$ cat src/rtl/cla5_manchester.sv
// rtl/cla5_manchester.sv - 5-bit carry-lookahead adder with a static Manchester carry chain
//
// Purpose:
//   Unsigned 5-bit adder. Per-bit generate/propagate/kill signals steer a
//   static Manchester carry chain. Sum and carry outputs are combinational.
//   A registered copy of the result is provided for pipelined datapaths.
//   Group generate/propagate outputs allow cascading into wider adders.
//
// Ports:
//   clk    in   1  clock for the registered result copy
//   rst    in   1  asynchronous active-high reset, clears S_r/Cout_r only
//   A      in   5  operand A
//   B      in   5  operand B
//   Cin    in   1  carry into bit 0
//   S      out  5  combinational sum, A+B+Cin mod 32
//   Cout   out  1  combinational carry out of bit 4
//   Pg     out  1  group propagate, AND of all per-bit propagates
//   Gg     out  1  group generate, carry out of bit 4 with Cin forced to 0
//   S_r    out  5  S registered on rising clk
//   Cout_r out  1  Cout registered on rising clk

module cla5_manchester (
    input  logic       clk,
    input  logic       rst,
    input  logic [4:0] A,
    input  logic [4:0] B,
    input  logic       Cin,
    output logic [4:0] S,
    output logic       Cout,
    output logic       Pg,
    output logic       Gg,
    output logic [4:0] S_r,
    output logic       Cout_r
);

    logic [4:0] p;
    logic [4:0] g;
    logic [4:0] k;
    logic [5:0] c;
    logic [5:0] cz;

    assign p = A ^ B;
    assign g = A & B;
    assign k = ~A & ~B;

    // Each stage either generates a carry, kills it, or passes the incoming
    // carry through. Exactly one of g/k/p is set per bit, so the mux below
    // is a plain static pass/generate/kill switch.
    // The cz chain runs the same stages with a zero carry-in to give Gg.
    always_comb begin
        c     = '0;
        cz    = '0;
        c[0]  = Cin;
        cz[0] = 1'b0;
        for (int i = 0; i < 5; i++) begin
            if (g[i]) begin
                c[i+1]  = 1'b1;
                cz[i+1] = 1'b1;
            end else if (k[i]) begin
                c[i+1]  = 1'b0;
                cz[i+1] = 1'b0;
            end else begin
                c[i+1]  = c[i];
                cz[i+1] = cz[i];
            end
        end
    end

    assign S    = p ^ c[4:0];
    assign Cout = c[5];
    assign Pg   = &p;
    assign Gg   = cz[5];

    always_ff @(posedge clk or posedge rst) begin
        if (rst) begin
            S_r    <= '0;
            Cout_r <= 1'b0;
        end else begin
            S_r    <= S;
            Cout_r <= Cout;
        end
    end

endmodule

$ cat config.mk
export PLATFORM = sky130hd
export DESIGN_NAME = cla5_manchester
export DESIGN_NICKNAME = d
export VERILOG_FILES = /design/src/rtl/cla5_manchester.sv
export SDC_FILE = /design/constraint.sdc
export NUM_CORES = 1
export LEC_CHECK = 0
export ABC_AREA = 0
export CORE_UTILIZATION = 35
export DETAILED_ROUTE_END_ITERATION = 12
export PLACE_DENSITY = 0.8
export SLEW_MARGIN = 20
export SYNTH_ARGS = -nofsm -noshare
export SYNTH_HDL_FRONTEND = slang
export SYNTH_SLANG_ARGS = --single-unit
$ cat constraint.sdc
create_clock -name clk -period 3.5 [get_ports clk]
set_input_delay 0.7 -clock clk [delete_from_list [all_inputs] [get_ports clk]]
set_output_delay 0.7 -clock clk [all_outputs]
set_load 0.005 [all_outputs]
==> impl_metrics.env <==
export IMPL_numCtsBuffers=3
export IMPL_arrival_ps=2780
export IMPL_timing_setup_tns_ps=0
export IMPL_p_seq_share_pct=33.2
export IMPL_die_w_um=39.25
export IMPL_antenna_found_initial=0
export IMPL_syn_nets=72
export IMPL_core_area_mm2=0.001301
export IMPL_row_count=13
export IMPL_drt_wl_total_um=985
export IMPL_drive_above_1_share_pct=26.92
export IMPL_final_design_area_no_fill_um2=829.5
export IMPL_maxSlewViolCount=0
export IMPL_grt_usage_pct=14.56
export IMPL_synth_top_area_share_pct=30.93
export IMPL_synth_area_leader_cell="dfrtp_1"
export IMPL_dp_final_hpwl_um=822
export IMPL_finalSetupViolCount=0
export IMPL_clockRootBuffer="clkbuf_4"
export IMPL_power_frac_comb_pct=43.0
export IMPL_viasPerCell=4.419
export IMPL_switching_power_uw=64.73
export IMPL_first_iter_violations=3
export IMPL_worstPathMaxFanout=2
export IMPL_worst_pin_slew_ps=251.7
export IMPL_ios=27
export IMPL_wire_per_inst_um=10.59
export IMPL_critPathMostFrequentCell="fa_2"
export IMPL_critPathSlowestCell="fa_2"
export IMPL_worstSetupPathType="in2out"
export IMPL_grt_pass1_vias=374
export IMPL_mostFrequentLayoutCells="clkdlybuf4s50_1 (18), inv_1 (13), ha_1 (10), dfrtp_1 (6)"
export IMPL_synth_area_per_cell_um2=11.03
export IMPL_p_clk_share_pct=23.8
export IMPL_p_int_uw=188.8
export IMPL_netlist_top_cells_area="dfrtp_1 (31%), ha_1 (26%), fa_1 (21%)"
export IMPL_cts_tree="built"
export IMPL_synth_warnings=0
export IMPL_postCtsHoldBufs=0
export IMPL_slowest_delay_ps=520
export IMPL_grt_pass1_wl_um=1462
export IMPL_synth_seq_cells=6
export IMPL_placed_area_um2=802.0
export IMPL_grt_ovfl_total=0
export IMPL_top_layer="met3"
export IMPL_cp_end_kind="output pin"
export IMPL_ir_worst_vdd_mv=0.1063
export IMPL_hold_viol=0
export IMPL_drt_met1_wl_um=338
export IMPL_rsz0062_at_grt="true"
export IMPL_hp_class="in2async"
export IMPL_vias=411
export IMPL_final_common_cell="clkdlybuf4s50_1"
export IMPL_critical_path_top_delay_family="adder cells"
export IMPL_crit_buf_inv=4
export IMPL_start_kind="input pin"
export IMPL_wl_met2_um=594
export IMPL_start_util_pct=37.31
export IMPL_ys_types=12
export IMPL_synthCells=44
export IMPL_power_total_uw=253.5
export IMPL_critPathRequiredTime_ps=2800
export IMPL_portBuffers=26
export IMPL_period_share_pct=99.45
export IMPL_syn_cell_area_um2=485.5
export IMPL_setup_worst_path_start="B[0]"
export IMPL_crit_cells=9
export IMPL_cts_setup_buffers=0
export IMPL_utilization_pct=63.75
export IMPL_fill_cells=125
export IMPL_clk_path_buf_depth=2
export IMPL_fmax_mhz=287.3
export IMPL_yosysSeqAreaShare_pct=30.93
export IMPL_multi_input_area_um2=291.5
export IMPL_ant_nets=0
export IMPL_holdWs_ps=674.3
export IMPL_grt_max_degree=7
export IMPL_place_congestion=0.6716
export IMPL_power_density_mw_per_mm2=305.6
export IMPL_wl_met3_um=52
export IMPL_outcome="finished, final reports clean"
export IMPL_final_net_count=108
export IMPL_power_share_switching_pct=25.54
export IMPL_diodes=0
export IMPL_path_clk_slew_ps=40
export IMPL_die_area_mm2=0.001540
export IMPL_slew_headroom_pct=83.09
export IMPL_htreeDepth=1
export IMPL_p_leak_uw=0.0004289
export IMPL_dieHeight_um=39.25
export IMPL_area_growth_pct=70.88
export IMPL_cts_sink_count=6
export IMPL_drcViolationCount=0
export IMPL_detail_route_first_pass_iterations=3
export IMPL_crit_chain="buf_6, fa_2, fa_2, fa_2, inv_2, fa_2, inv_2, fa_2, buf_2"
export IMPL_drv_cap=0
export IMPL_min_period_ps=3481
export IMPL_register_area_um2=150.1
-- per-stage QoR --
step,worst slack (ps),cells
5_1_grt,-31.93,93
4_1_cts,-57.45,93
6_report,19.10,93
3_5_place_dp,-836.2,90
3_3_place_gp,-808.3,90
2_1_floorplan,190.8,44
-- power by group through the flow --
stage	sequential (uW)	clock (uW)	combinational (uW)
finish	84.3	60.2	109
global route	85.4	68.4	122
CTS	84.7	64.1	109
detailed placement	85.8	0	111
global placement	84.7	0	109
floorplan	87.1	0	31.1
-- state kept, by name, summed over array words and instances, names as in the netlist --
signal  flops
Cout_r      1
S_r         5
-- metal layers --
layer / vias up / track usage (%)
li1: 198 / -
met1: 194 / 13.83
met2: 19 / 30.42
met3: 0 / 0
met4: 0 / 7.759
met5: - / 0
-- worst max-delay path by stage --
| stage | endpoint | slack [ps] |
|---|---|---|
| final | S[4] | 20 |
| after global routing | S[4] | -30 |
| after CTS | S[4] | -60 |
| after detailed placement | S[4] | -840 |
| after global placement | S[4] | -810 |
| after floorplan | S[4] | 190 |
-- layout make-up --
type                            count  area share (%)
Timing Repair Buffer               31           34.99
Clock buffer                        3           2.715
Multi-Input combinational cell     23           35.14
Sequential cell                     6           18.10
Inverter                           15           6.787
Tap cell                           15           2.262
-- cells in the mapped netlist --
master and number:
inv_1 15, ha_1 10, dfrtp_1 6, fa_1 5, a21oi_1 1, nand2_1 1, nand3_1 1, nor2_1 1
nor2b_1 1, nor3_1 1, nor3b_2 1, o31ai_2 1
-- cells by family (layout without fill, tap and decap cells) --
group,count (synthesis),after routing,share of synthesized area [%]
buffers and inverters,15,49,11.60
AOI/OAI and AO/OA,2,2,3.607
and+or+nand+nor,6,6,7.471
DFF,6,6,30.93
adders and majority gates,15,15,46.39
-- what timing repair did --
item / CTS / global route
hold endpoints to repair: 0 / 0
cloned: 0 / 0
resized for setup: 28 / 3
pin swaps: 5 / 5
setup endpoints to repair: 4 / 2
Power figures use the tool's default switching activity.
